File: config.mk
export PLATFORM = sky130hd
export DESIGN_NAME = alu_sequencer
export DESIGN_NICKNAME = d
export VERILOG_FILES = /design/src/rtl/alu_sequencer_pkg.sv /design/src/rtl/alu_seq_muldiv.sv /design/src/rtl/alu_sequencer.sv
export SDC_FILE = /design/constraint.sdc
export NUM_CORES = 1
export LEC_CHECK = 0
export CAP_MARGIN = 20
export CORE_UTILIZATION = 55
export CTS_CLUSTER_DIAMETER = 50
export CTS_CLUSTER_SIZE = 20
export DETAILED_ROUTE_END_ITERATION = 8
export GPL_TIMING_DRIVEN = 0
export PLACE_DENSITY = 0.77
export SLEW_MARGIN = 20
export SYNTH_ARGS = -nofsm -noshare
export SYNTH_HDL_FRONTEND = slang
export SYNTH_SLANG_ARGS = --single-unit
File: constraint.sdc
create_clock -name Clock -period 3.9 [get_ports Clock]
set_clock_uncertainty 0.15 [all_clocks]
set_input_delay 0.975 -clock Clock [delete_from_list [all_inputs] [get_ports Clock]]
set_output_delay 0.975 -clock Clock [all_outputs]
set_load 0.005 [all_outputs]
File: src/rtl/alu_sequencer_pkg.sv
// alu_sequencer_pkg: shared ALU interface definitions.
// Holds the 3-bit op codes (AC_*), the sequencer state encoding and small op-class helpers.
// The controller, the sequencer and the bench all import this package.

package alu_sequencer_pkg;

  localparam logic [2:0] AC_ADD    = 3'd0;
  localparam logic [2:0] AC_SUB    = 3'd1;
  localparam logic [2:0] AC_MUL    = 3'd2;
  localparam logic [2:0] AC_DIV    = 3'd3;
  localparam logic [2:0] AC_APPEND = 3'd4;
  localparam logic [2:0] AC_BACK   = 3'd5;
  localparam logic [2:0] AC_NEG    = 3'd6;
  localparam logic [2:0] AC_POS    = 3'd7;

  // StExec is the single evaluation cycle for the non-iterative ops and for errors.
  typedef enum logic [2:0] {
    StIdle,
    StExec,
    StMul,
    StApp,
    StDiv,
    StDone
  } alu_seq_state_e;

  // Ops that run through the shift-add multiplier.
  function automatic logic ac_is_mul(input logic [2:0] op);
    return (op == AC_MUL) || (op == AC_APPEND);
  endfunction

  // Ops that run through the restoring divider.
  function automatic logic ac_is_div(input logic [2:0] op);
    return (op == AC_DIV) || (op == AC_BACK);
  endfunction

endpackage

File: src/rtl/alu_seq_muldiv.sv
// alu_seq_muldiv: iterative unsigned magnitude multiplier / divider.
// One bit per cycle for WIDTH cycles after i_start; o_done pulses for one cycle after the
// last iteration. i_abort (or reset) clears any run in progress.
// Optional feature macro: ALU_SEQ_DIV_EN (divider half present only when defined).
// Ports:
//   i_clk, i_rst_n  clock, synchronous active-low reset
//   i_abort         cancel current run
//   i_start         load operands and start (ignored fields for the unused half)
//   i_div           1 = divide i_a by i_b, 0 = multiply i_a by i_b
//   i_a, i_b        unsigned magnitudes
//   o_busy, o_done  iterating / one-cycle completion pulse
//   o_prod          2*WIDTH-bit product
//   o_quo           WIDTH-bit quotient (0 when the divider is compiled out)

module alu_seq_muldiv #(
  parameter int unsigned WIDTH = 16
) (
  input  logic                 i_clk,
  input  logic                 i_rst_n,
  input  logic                 i_abort,
  input  logic                 i_start,
  input  logic                 i_div,
  input  logic [WIDTH-1:0]     i_a,
  input  logic [WIDTH-1:0]     i_b,
  output logic                 o_busy,
  output logic                 o_done,
  output logic [2*WIDTH-1:0]   o_prod,
  output logic [WIDTH-1:0]     o_quo
);

  localparam int unsigned      CntW    = $clog2(WIDTH + 1);
  localparam logic [CntW-1:0]  CntInit = CntW'(WIDTH);
  localparam logic [CntW-1:0]  CntOne  = CntW'(1);

  logic                 r_busy;
  logic                 r_done;
  logic [CntW-1:0]      r_cnt;
  logic [2*WIDTH-1:0]   r_acc;
  logic [2*WIDTH-1:0]   r_mcand;
  logic [WIDTH-1:0]     r_mplier;
  logic [2*WIDTH-1:0]   w_acc_next;

  assign w_acc_next = r_mplier[0] ? (r_acc + r_mcand) : r_acc;

`ifdef ALU_SEQ_DIV_EN
  logic [WIDTH:0]   r_rem;
  logic [WIDTH-1:0] r_quo;
  logic [WIDTH-1:0] r_dsor;
  logic [WIDTH:0]   w_shift;
  logic [WIDTH:0]   w_trial;

  // Dividend bits shift out of the top of r_quo while quotient bits shift in at the bottom.
  assign w_shift = {r_rem[WIDTH-1:0], r_quo[WIDTH-1]};
  assign w_trial = w_shift - {1'b0, r_dsor};
  assign o_quo   = r_quo;

  always_ff @(posedge i_clk) begin
    if (!i_rst_n || i_abort) begin
      r_rem  <= '0;
      r_quo  <= '0;
      r_dsor <= '0;
    end else if (i_start) begin
      if (i_div) begin
        r_rem  <= '0;
        r_quo  <= i_a;
        r_dsor <= i_b;
      end
    end else if (r_busy) begin
      if (!w_trial[WIDTH]) begin
        r_rem <= w_trial;
        r_quo <= {r_quo[WIDTH-2:0], 1'b1};
      end else begin
        r_rem <= w_shift;
        r_quo <= {r_quo[WIDTH-2:0], 1'b0};
      end
    end
  end
`else
  assign o_quo = '0;
`endif

  always_ff @(posedge i_clk) begin
    if (!i_rst_n || i_abort) begin
      r_busy   <= 1'b0;
      r_done   <= 1'b0;
      r_cnt    <= '0;
      r_acc    <= '0;
      r_mcand  <= '0;
      r_mplier <= '0;
    end else begin
      r_done <= 1'b0;
      if (i_start) begin
        r_busy <= 1'b1;
        r_cnt  <= CntInit;
        if (!i_div) begin
          r_acc    <= '0;
          r_mcand  <= {{WIDTH{1'b0}}, i_a};
          r_mplier <= i_b;
        end
      end else if (r_busy) begin
        r_cnt    <= r_cnt - CntOne;
        r_acc    <= w_acc_next;
        r_mcand  <= r_mcand << 1;
        r_mplier <= r_mplier >> 1;
        if (r_cnt == CntOne) begin
          r_busy <= 1'b0;
          r_done <= 1'b1;
        end
      end
    end
  end

  assign o_busy = r_busy;
  assign o_done = r_done;
  assign o_prod = r_acc;

endmodule

File: src/rtl/alu_sequencer.sv
// alu_sequencer: multi-cycle signed ALU with request/response valid-ready handshakes.
// One request in flight at a time; result and flags are registered.
// Optional feature macro: ALU_SEQ_DIV_EN (DIV/BACK supported only when defined; otherwise
// they complete after one cycle with rsp_err=1, rsp_data=0).
// Ports:
//   Clock, Reset        clock, synchronous active-low reset
//   abort               drop any in-flight or undelivered result on the next edge
//   req_valid/req_ready request handshake; req_op (AC_*), req_a, req_b operands
//   rsp_valid/rsp_ready response handshake; rsp_data result, rsp_ovf overflow,
//                       rsp_err illegal op (divide by zero, op compiled out)

module alu_sequencer
  import alu_sequencer_pkg::*;
#(
  parameter int unsigned WIDTH = 16,
  parameter int unsigned BASE  = 10
) (
  input  logic             Clock,
  input  logic             Reset,
  input  logic             abort,
  input  logic             req_valid,
  output logic             req_ready,
  input  logic [2:0]       req_op,
  input  logic [WIDTH-1:0] req_a,
  input  logic [WIDTH-1:0] req_b,
  output logic             rsp_valid,
  input  logic             rsp_ready,
  output logic [WIDTH-1:0] rsp_data,
  output logic             rsp_ovf,
  output logic             rsp_err
);

  localparam int unsigned      W2    = 2 * WIDTH;
  localparam logic [WIDTH-1:0] BaseW = WIDTH'(BASE);
  localparam logic [WIDTH-1:0] MinW  = {1'b1, {(WIDTH-1){1'b0}}};

  alu_seq_state_e   r_state;
  alu_seq_state_e   w_state_next;

  logic [2:0]       r_op;
  logic [WIDTH-1:0] r_a;
  logic [WIDTH-1:0] r_b;
  logic [W2-1:0]    r_prod;
  logic [WIDTH-1:0] r_rsp_data;
  logic             r_rsp_ovf;
  logic             r_rsp_err;

  logic             w_accept;
  logic             w_div_go;
  logic             w_md_start;
  logic             w_md_busy;
  logic             w_md_done;
  logic [W2-1:0]    w_md_prod;
  logic [WIDTH-1:0] w_md_quo;
  logic [WIDTH-1:0] w_a_mag;
  logic [WIDTH-1:0] w_b_mag;
  logic [WIDTH-1:0] w_md_b;

  logic [WIDTH-1:0] w_sum;
  logic [WIDTH-1:0] w_diff;
  logic [WIDTH-1:0] w_neg;
  logic             w_prod_neg;
  logic [W2-1:0]    w_prod_signed;
  logic [W2-1:0]    w_app_sum;

  logic             w_load;
  logic [WIDTH-1:0] w_data_d;
  logic             w_ovf_d;
  logic             w_err_d;
  logic             w_prod_load;

  logic             w_unused_busy;

  // Exact result held in W2 bits; overflow if the discarded high half is not a sign extension.
  function automatic logic f_trunc_ovf(input logic [W2-1:0] v);
    return v[W2-1:WIDTH] != {WIDTH{v[WIDTH-1]}};
  endfunction

  assign w_accept = req_valid && req_ready;

  assign w_a_mag = req_a[WIDTH-1] ? (-req_a) : req_a;
  assign w_b_mag = req_b[WIDTH-1] ? (-req_b) : req_b;
  // APPEND and BACK use the radix as the second magnitude operand.
  assign w_md_b  = ((req_op == AC_MUL) || (req_op == AC_DIV)) ? w_b_mag : BaseW;

`ifdef ALU_SEQ_DIV_EN
  assign w_div_go = ac_is_div(req_op) && !((req_op == AC_DIV) && (req_b == '0));
`else
  assign w_div_go = 1'b0;
`endif

  assign w_md_start = w_accept && (ac_is_mul(req_op) || w_div_go);

  alu_seq_muldiv #(
    .WIDTH (WIDTH)
  ) u_muldiv (
    .i_clk   (Clock),
    .i_rst_n (Reset),
    .i_abort (abort),
    .i_start (w_md_start),
    .i_div   (ac_is_div(req_op)),
    .i_a     (w_a_mag),
    .i_b     (w_md_b),
    .o_busy  (w_md_busy),
    .o_done  (w_md_done),
    .o_prod  (w_md_prod),
    .o_quo   (w_md_quo)
  );

  assign w_unused_busy = w_md_busy;

  // State register: reset has priority over abort; both force IDLE.
  always_ff @(posedge Clock) begin
    if (!Reset) begin
      r_state <= StIdle;
    end else if (abort) begin
      r_state <= StIdle;
    end else begin
      r_state <= w_state_next;
    end
  end

  // Next-state logic.
  always_comb begin
    w_state_next = r_state;
    unique case (r_state)
      StIdle: begin
        if (w_accept) begin
          if (ac_is_mul(req_op)) begin
            w_state_next = StMul;
          end else if (w_div_go) begin
            w_state_next = StDiv;
          end else begin
            w_state_next = StExec;
          end
        end
      end
      StExec: w_state_next = StDone;
      StMul: begin
        if (w_md_done) begin
          w_state_next = (r_op == AC_APPEND) ? StApp : StDone;
        end
      end
      StApp: w_state_next = StDone;
      StDiv: begin
        if (w_md_done) begin
          w_state_next = StDone;
        end
      end
      StDone: begin
        if (rsp_ready) begin
          w_state_next = StIdle;
        end
      end
      default: w_state_next = StIdle;
    endcase
  end

  // FSM outputs. Reset and abort gate req_ready so no accept coincides with either.
  always_comb begin
    req_ready = (r_state == StIdle) && Reset && !abort;
    rsp_valid = (r_state == StDone);
  end

  // Result datapath.
  assign w_sum         = r_a + r_b;
  assign w_diff        = r_a - r_b;
  assign w_neg         = -r_a;
  assign w_prod_neg    = r_a[WIDTH-1] ^ ((r_op == AC_MUL) && r_b[WIDTH-1]);
  assign w_prod_signed = w_prod_neg ? (-w_md_prod) : w_md_prod;
  assign w_app_sum     = r_prod + {{WIDTH{r_b[WIDTH-1]}}, r_b};

`ifdef ALU_SEQ_DIV_EN
  logic             w_quo_neg;
  logic [WIDTH-1:0] w_quo_signed;
  assign w_quo_neg    = r_a[WIDTH-1] ^ ((r_op == AC_DIV) && r_b[WIDTH-1]);
  assign w_quo_signed = w_quo_neg ? (-w_md_quo) : w_md_quo;
`else
  logic w_unused_quo;
  assign w_unused_quo = ^w_md_quo;
`endif

  always_comb begin
    w_load      = 1'b0;
    w_data_d    = '0;
    w_ovf_d     = 1'b0;
    w_err_d     = 1'b0;
    w_prod_load = 1'b0;
    unique case (r_state)
      StExec: begin
        w_load = 1'b1;
        case (r_op)
          AC_ADD: begin
            w_data_d = w_sum;
            w_ovf_d  = (r_a[WIDTH-1] == r_b[WIDTH-1]) && (w_sum[WIDTH-1] != r_a[WIDTH-1]);
          end
          AC_SUB: begin
            w_data_d = w_diff;
            w_ovf_d  = (r_a[WIDTH-1] != r_b[WIDTH-1]) && (w_diff[WIDTH-1] != r_a[WIDTH-1]);
          end
          AC_NEG: begin
            w_data_d = w_neg;
            w_ovf_d  = (r_a == MinW);
          end
          AC_POS: w_data_d = r_a;
          // Divide by zero, or DIV/BACK with the divider compiled out.
          default: w_err_d = 1'b1;
        endcase
      end
      StMul: begin
        if (w_md_done) begin
          if (r_op == AC_APPEND) begin
            w_prod_load = 1'b1;
          end else begin
            w_load   = 1'b1;
            w_data_d = w_prod_signed[WIDTH-1:0];
            w_ovf_d  = f_trunc_ovf(w_prod_signed);
          end
        end
      end
      StApp: begin
        w_load   = 1'b1;
        w_data_d = w_app_sum[WIDTH-1:0];
        w_ovf_d  = f_trunc_ovf(w_app_sum);
      end
`ifdef ALU_SEQ_DIV_EN
      StDiv: begin
        if (w_md_done) begin
          w_load   = 1'b1;
          w_data_d = w_quo_signed;
          // Only MIN / -1 yields a positive quotient magnitude of 2^(WIDTH-1).
          w_ovf_d  = !w_quo_neg && w_md_quo[WIDTH-1];
        end
      end
`endif
      default: ;
    endcase
  end

  always_ff @(posedge Clock) begin
    if (!Reset) begin
      r_op       <= '0;
      r_a        <= '0;
      r_b        <= '0;
      r_prod     <= '0;
      r_rsp_data <= '0;
      r_rsp_ovf  <= 1'b0;
      r_rsp_err  <= 1'b0;
    end else begin
      if (w_accept) begin
        r_op <= req_op;
        r_a  <= req_a;
        r_b  <= req_b;
      end
      if (w_prod_load) begin
        r_prod <= w_prod_signed;
      end
      if (w_load) begin
        r_rsp_data <= w_data_d;
        r_rsp_ovf  <= w_ovf_d;
        r_rsp_err  <= w_err_d;
      end
    end
  end

  assign rsp_data = r_rsp_data;
  assign rsp_ovf  = r_rsp_ovf;
  assign rsp_err  = r_rsp_err;

endmodule

==> metrics.md, run 1 <==
| Metric | Value |
|---|---|
| DRT Pass-1 Iters | 6 |
| TritonCTS clock tree | built |
| Cell variety after synth | 84 |
| Kind of critical path | reg2reg |
| Die W | 158.3 um |
| Hold wc startpoint | u_muldiv.r_mplier[1]$_SDFFE_PP0P_ |
| Switching power | 1.200 mW |
| CP Launch Type | register |
| DRC | 0 |
| GPL Wtd Cong | 0.9913 |
| Clock sinks | 175 |
| Die area | 25070 um2 |
| Initial core utilization | 56.60% |
| CP arrival | 4.06 ns |
| Sequential power share | 45.0% |
| Minimum clock period | 3.860 ns |
| H-tree depth | 4 |
| CP max stage cell | dfxtp_1 |
| Worst path cell trace | ha_1 -> a21oi_1 -> o21ai_0 -> a21oi_1 -> a31oi_4 -> buf_4 -> a21bo_1 -> xor2_1 -> a222oi_1 -> nand4_1 -> a2111o_1 -> a31o_1 |
| Final wirelength | 40300 um |
| Syn nets | 1905 |
| Critical Path End Type | register |
| FFs w/ async S/R, synth | 0% |
| CP Data Required Time | 4.10 ns |
| Cts hold-fix bufs | 0 |
| Cell types with the highest counts after synthesis | nand2_1 (217), nor2_1 (180), a21oi_1 (176) |
| Antenna Nets Post-Route | 0 |
| Finished Cell Area | 15170 um2 |
| NumNets Final | 1984 |
| Max-cap violations | 0 |
| Int Pwr | 2.880 mW |
| Initial antenna violation count | 0 |
| Gate power share | 13.2% |
| Root buffer cell | clkbuf_16 |
| Hold Crit Class | reg2reg |
| Layout area overhead | 12.84% |
| Reg2Reg Depth | 12 |
| Share of cells above drive strength 1 | 5.175% |
| Clock transition at path regs | 0.08 ns |
| PortBufs | 56 |
| Vias per cell | 6.118 |
| Share of the yosys chip area belonging to registers | 26.06% |
| Synth Instances | 1763 |
| Cell mode on critical path | a21oi_1 |
| Clk pwr share | 41.8% |
| Top FF cell, synth | dfxtp_1 |
| Die Y | 158.3 um |
| Leakage | 5.964 nW |
| Hold worst-path end | u_muldiv.r_mplier[1]$_SDFFE_PP0P_ |
| Worst setup margin | 0.04017 ns |
| I/O pin count | 60 |
| Fillers | 2084 |
| Status | completed |
| Overall routing resource usage | 32.61% |
| CTS buffer count | 17 |
| Worst Path Buf+Inv | 1 |
| DP Worst Slack | -0.5619 ns |
| Flop-to-flop setup slack | 0.04 ns |
| Worst-Margin Slew | 1.007 ns |
| Reg-to-reg critical path startpoint | r_b[14]$_SDFFE_PN0P_ |
| Relative slew slack | 31.14% |
| Total power | 4.080 mW |
| Vias | 13300 |
| Worst path max stage delay | 0.53 ns |
| Worst hold stages | 2 |
| HPWL Detailed | 31610 um |
| Final setup viols | 0 |
| Max FO, Critical Path | 7 |
| Fin. Hold Viols | 0 |
| YS warnings | 0 |
| Share of the synthesized area in the top cell type | 26.06% |
| Max Clock Freq | 259.1 MHz |
| Row cnt | 56 |
| Tcrit/Tclk final | 98.97% |
| Worst R2R End | rsp_ovf$_SDFFE_PN0P_ |
| Post-Syn Area | 13440 um2 |
| Pwr per Cell Area | 269.0 nW/um2 |
| ANT cells | 0 |
| Avg WL per Cell | 18.54 um |
| Grt total ovfl | 0 |
| Core area | 23750 um2 |
| Most common cell in the netlist | nand2_1 |
| Placed instance area | 14410 um2 |
| Largest cells by area after synthesis | dfxtp_1 (26%), ha_1 (9.1%), a21oi_1 (6.6%) |
| Max Slew Vio Count | 0 |
| TNS Setup | 0 ns |
| Seq cells post-synth | 175 |
| Largest net degree at the start of global routing | 20 |
| Area leader, netlist | dfxtp_1 |
| Top Family by Delay on Critical Path | compound AO/OA/AOI/OAI gates |
| Sw Ratio | 29.41% |
| Initial drt markers | 1135 |
| Clk buf depth | 2 |
| Worst-Skew Late Latency | 0.44 ns |
| Avg Synthesized Cell Area | 7.625 um2 |
| EDFF count, synth | 0 |
| First-pass GRT wire length | 63720 um |
| VDD IR max | 214.7 uV |
| Vias in the first global route | 12210 |
[layout by cell type, fill, tap and decap left out, drive strengths merged, types with 6 or more instances in the layout]
master,n
a211o,9
a211oi,54
a21boi,7
a21o,37
a21oi,177
a221oi,7
a31oi,18
and2,11
and3,13
buf,16
clkbuf,101
clkdlybuf4s50,56
dfxtp,175
ha,98
inv,67
mux2i,38
nand2,218
nand2b,17
nand3,29
nand4,14
nor2,180
nor2b,30
nor3,44
nor4,7
nor4b,7
o211a,10
o211ai,15
o21a,12
o21ai,68
o21bai,8
o221ai,6
o22ai,28
o31ai,23
or3,15
or4,9
xnor2,88
xor2,56
[cell type report]
class	instances	area (um2)	share of cell area (%)
Buffer	95	369.1	2.433
Clock buffer	17	425.4	2.804
Clock inverter	15	160.2	1.056
Inverter	58	217.7	1.435
Multi-Input combinational cell	1434	9482	62.50
Sequential cell	175	3518	23.19
Tap cell	319	399.1	2.631
Timing Repair Buffer	61	598.1	3.943
[power groups by stage]
stage / sequential [mW] / clock [mW] / combinational [mW]
floorplan: 1.86 / 0 / 0.352
global placement: 1.88 / 0 / 0.510
detailed placement: 1.88 / 0 / 0.517
CTS: 1.84 / 1.70 / 0.522
global route: 1.84 / 1.78 / 0.585
finish: 1.84 / 1.70 / 0.540
[stage by stage]
step,util [%],instances,hold WS [ns]
3_5_place_dp,60.66,2138,0.3061
4_1_cts,63.28,2170,0.3175
5_1_grt,63.86,2174,0.3320
3_3_place_gp,60.64,2138,0.2883
6_report,63.86,2174,0.3152
2_1_floorplan,-,1763,0.2823
[flip-flops by register name, summed over array words and instances (netlist names), 3 cells and up]
register and cells:
u_muldiv.o_prod 32, u_muldiv.r_mplier 16, u_muldiv.r_cnt 5, u_muldiv.r_mcand 32, r_prod 32, r_state 3
r_a 16, r_op 3, r_b 16, rsp_data 16
[worst reg2reg max path, stage by stage, from the launching register on]
cell and delay [ns]:
dfxtp_1 0.53, ha_1 0.38, a21oi_1 0.41, o21ai_0 0.22, a21oi_1 0.31, a31oi_4 0.07
buf_4 0.17, a21bo_1 0.19, xor2_1 0.15, a222oi_1 0.33, nand4_1 0.14, a2111o_1 0.47
a31o_1 0.23
[routing by layer]
metal  vias to the layer above  track usage, %  share of wire [%]
met5                         -               0                  0
met1                      6194           44.90                 45
met3                        84           4.899                7.7
met2                       506           50.86                 44
li1                       6517               -                  -
met4                         0           13.14                3.5
[worst max-delay path by stage]
stage                                     start                                 to  slack (ns)  cells past startpoint
4_1_cts        u_muldiv.o_prod[18]$_SDFFE_PP0P_   u_muldiv.o_prod[31]$_SDFFE_PP0P_       0.006                     12
3_3_place_gp                              abort  u_muldiv.r_mcand[30]$_SDFFE_PP0P_       -0.52                     10
6_report                   r_b[14]$_SDFFE_PN0P_               rsp_ovf$_SDFFE_PN0P_        0.04                     12
2_1_floorplan              r_b[15]$_SDFFE_PN0P_               rsp_ovf$_SDFFE_PN0P_        0.34                     12
5_1_grt                     r_b[0]$_SDFFE_PN0P_               rsp_ovf$_SDFFE_PN0P_       -0.08                     15
3_5_place_dp                              abort  u_muldiv.r_mcand[30]$_SDFFE_PP0P_       -0.56                     10
[kinds of logic (layout without fill, tap and decap cells)]
| kind of cell | after synthesis | count (layout) | share of synthesized area, % |
|---|---|---|---|
| and+or+nand+nor | 615 | 615 | 21.26 |
| AOI/OAI and AO/OA | 532 | 532 | 26.15 |
| DFF | 175 | 175 | 26.06 |
| buffers and inverters | 154 | 246 | 4.356 |
| xor gates and xnor gates | 144 | 144 | 9.382 |
| adders and majority gates | 102 | 102 | 9.717 |
| muxes | 41 | 41 | 3.081 |
[timing repair]
item,CTS,global route
endpoints found under the setup margin,31,23
cloned,0,0
pin swaps,0,4
buffers inserted,0,5
gates resized for setup,10,31
(Power assumes the default switching activity.)
==> inputs of run 2 (changes only) <==
- SLEW_MARGIN: 20 -> default
==> run 2 against run 1 <==
Hold slack worse by 0.0015 ns; power barely moved; highest routed layer unchanged; fmax rose by 1.8%; die area unchanged; routed wire length is 0.59% higher; clock power about the same; global-route usage is 0.051 points higher; sequential power about the same; via count increased by 0.92%; utilization increased by 0.21 points; cell area rose by 0.33%.
==> metrics.md, run 2 (same netlist as run 1, synthesis figures left out) <==
| Metric | Value |
|---|---|
| Status | completed |
| Minimum clock period | 3.790 ns (-0.06963 ns) |
| Sequential power share | 45.0% (about the same) |
| VDD IR max | 265.8 uV (+24%) |
| Clk buf depth | 2 (unchanged) |
| I/O pin count | 60 (unchanged) |
| Most common cell after layout, fill and taps aside | nand2_1 |
| Core area | 23750 um2 (unchanged) |
| Worst-Skew Late Latency | 0.44 ns (about the same) |
| Register Area | 3515 um2 (-0.11%) |
| RSZ-0062 raised after global routing | yes |
| Max-cap violations | 0 (unchanged) |
| Tcrit/Tclk final | 97.18% (-1.8 points) |
| Int Pwr | 2.881 mW (about the same) |
| Antenna Nets Post-Route | 0 (unchanged) |
| Pwr per Cell Area | 268.0 nW/um2 (-0.35%) |
| Hold Crit Class | reg2reg |
| Clock transition at path regs | 0.08 ns (about the same) |
| First-pass GRT wire length | 63590 um (-0.21%) |
| Avg WL per Cell | 18.60 um (+0.31%) |
| Overall routing resource usage | 32.66% (+0.051 points) |
| Switching power | 1.199 mW (-0.12%) |
| Final setup viols | 0 (unchanged) |
| Vias per cell | 6.157 (+0.64%) |
| Critical Path End Type | register |
| Row cnt | 56 (unchanged) |
| NumNets Final | 1990 (+0.30%) |
| CP Launch Type | register |
| Gate power share | 13.3% (about the same) |
| Final wirelength | 40540 um (+0.59%) |
| Commonest cells after routing, fill and taps aside | nand2_1 (217), nor2_1 (180), a21oi_1 (175) |
| Layout area overhead | 13.22% |
| Relative slew slack | 19.31% (-12 points) |
| Worst-Margin Slew | 1.194 ns (+0.1866 ns) |
| GPL Wtd Cong | 0.9913 (unchanged) |
| Grt total ovfl | 0 (unchanged) |
| Initial antenna violation count | 0 (unchanged) |
| Area of the multi-input gates | 9484 um2 (about the same) |
| Leakage | 5.988 nW (+0.40%) |
| Fillers | 2124 (+1.9%) |
| Largest net degree at the start of global routing | 20 (unchanged) |
| TritonCTS clock tree | built |
| Die W | 158.3 um (unchanged) |
| H-tree depth | 4 (unchanged) |
| Initial core utilization | 56.60% (unchanged) |
| CP Data Required Time | 4.09 ns (about the same) |
| Die Y | 158.3 um (unchanged) |
| Worst setup margin | 0.1098 ns (+0.06963 ns) |
| Root buffer cell | clkbuf_16 |
| Vias in the first global route | 12130 (-0.63%) |
| Fin util | 64.08% (+0.21 points) |
| DRC | 0 (unchanged) |
| DRT Pass-1 Iters | 6 (unchanged) |
| Fin. Hold Viols | 0 (unchanged) |
| Vias | 13420 (+0.92%) |
| ANT cells | 0 (unchanged) |
| Share of cells above drive strength 1 | 5.266% (+0.091 points) |
| Die area | 25070 um2 (unchanged) |
| Max FO, Critical Path | 6 (-1) |
| HPWL Detailed | 31500 um (-0.35%) |
| Clk pwr share | 41.7% (about the same) |
| Max Clock Freq | 263.8 MHz (+1.8%) |
| Kind of critical path | reg2reg |
| DP Worst Slack | -0.5769 ns (-0.01500 ns) |
| CP arrival | 3.98 ns (-0.08 ns) |
| Max Slew Vio Count | 0 (unchanged) |
| Initial drt markers | 1117 (-1.6%) |
| PortBufs | 56 (unchanged) |
| Sw Ratio | 29.38% (about the same) |
| CTS buffer count | 17 (unchanged) |
| Clock sinks | 175 (unchanged) |
## run 2: cell types whose count changed in the layout (fill, tap and decap cells not counted), sizes merged
| cell | change |
|---|---|
| clkinv | +4 |
| clkbuf | +1 |
| inv | -4 |
| buf | +5 |
## run 2: final timing paths
check	start	endpoint	slack (ns)	cells past startpoint
worst min register to register	u_muldiv.r_mplier[1]$_SDFFE_PP0P_	u_muldiv.r_mplier[1]$_SDFFE_PP0P_	0.31	2
worst max-delay path	r_b[8]$_SDFFE_PN0P_	rsp_ovf$_SDFFE_PN0P_	0.11	12
worst min-delay path	u_muldiv.r_mplier[1]$_SDFFE_PP0P_	u_muldiv.r_mplier[1]$_SDFFE_PP0P_	0.31	2
worst max register to register	r_b[8]$_SDFFE_PN0P_	rsp_ovf$_SDFFE_PN0P_	0.11	12
## run 2: final cells by class
class | instances | area share (%)
Clock inverter | 15 | 1.134
Clock buffer | 17 | 2.795
Sequential cell | 175 | 23.09
Multi-Input combinational cell | 1434 | 62.32
Buffer | 96 | 2.450
Inverter | 58 | 1.430
Timing Repair Buffer | 66 | 4.160
Tap cell | 319 | 2.622
## run 2: power by group through the flow
stage | clock network (mW) | logic (mW) | registers (mW)
finish | 1.70 | 0.541 | 1.84
CTS | 1.71 | 0.522 | 1.84
global placement | 0 | 0.510 | 1.88
global route | 1.78 | 0.584 | 1.84
floorplan | 0 | 0.352 | 1.86
detailed placement | 0 | 0.518 | 1.88
## run 2: metrics by stage
step / hold WS [ns] / std cells / instance area (um2) / power (mW) / setup TNS, ns
5_1_grt: 0.3324 / 2180 / 15220 / 4.203 / -0.05922
6_report: 0.3137 / 2180 / 15220 / 4.079 / 0
4_1_cts: 0.3174 / 2172 / 15050 / 4.069 / 0
3_5_place_dp: 0.3061 / 2139 / 14410 / 2.396 / -16.74
3_3_place_gp: 0.2883 / 2138 / 14400 / 2.387 / -13.75
2_1_floorplan: 0.2823 / 1763 / 13440 / 2.215 / 0
## run 2: metal layers
| metal | track usage [%] | part of all wire [%] | routed length [um] | up-vias |
|---|---|---|---|---|
| met3 | 4.818 | 7.1 | 2895 | 71 |
| met2 | 51.80 | 45 | 18100 | 498 |
| met5 | 0 | 0 | 0 | - |
| li1 | - | - | - | 6531 |
| met1 | 44.69 | 45 | 18320 | 6323 |
| met4 | 12.18 | 3.0 | 1223 | 0 |
## run 2: what timing repair did
| item | 4_1_cts | 5_1_grt |
|---|---|---|
| pin swaps | 1 | 5 |
| buffers inserted | 1 | 8 |
| gates resized for setup | 11 | 27 |
| hold endpoints to repair | 0 | 0 |
| hold buffers | 0 | 0 |
| endpoints found under the setup margin | 34 | 19 |
| cloned | 0 | 0 |
## run 2: critical path, stage by stage (launching register included)
cell and delay [ns]:
dfxtp_1 0.51, ha_1 0.36, and3_2 0.27, o31a_1 0.33
a41oi_4 0.30, a31oi_4 0.13, buf_4 0.17, a21bo_1 0.19
xor2_1 0.15, a222oi_1 0.31, nand4_1 0.12, a2111o_1 0.46
a31o_1 0.23
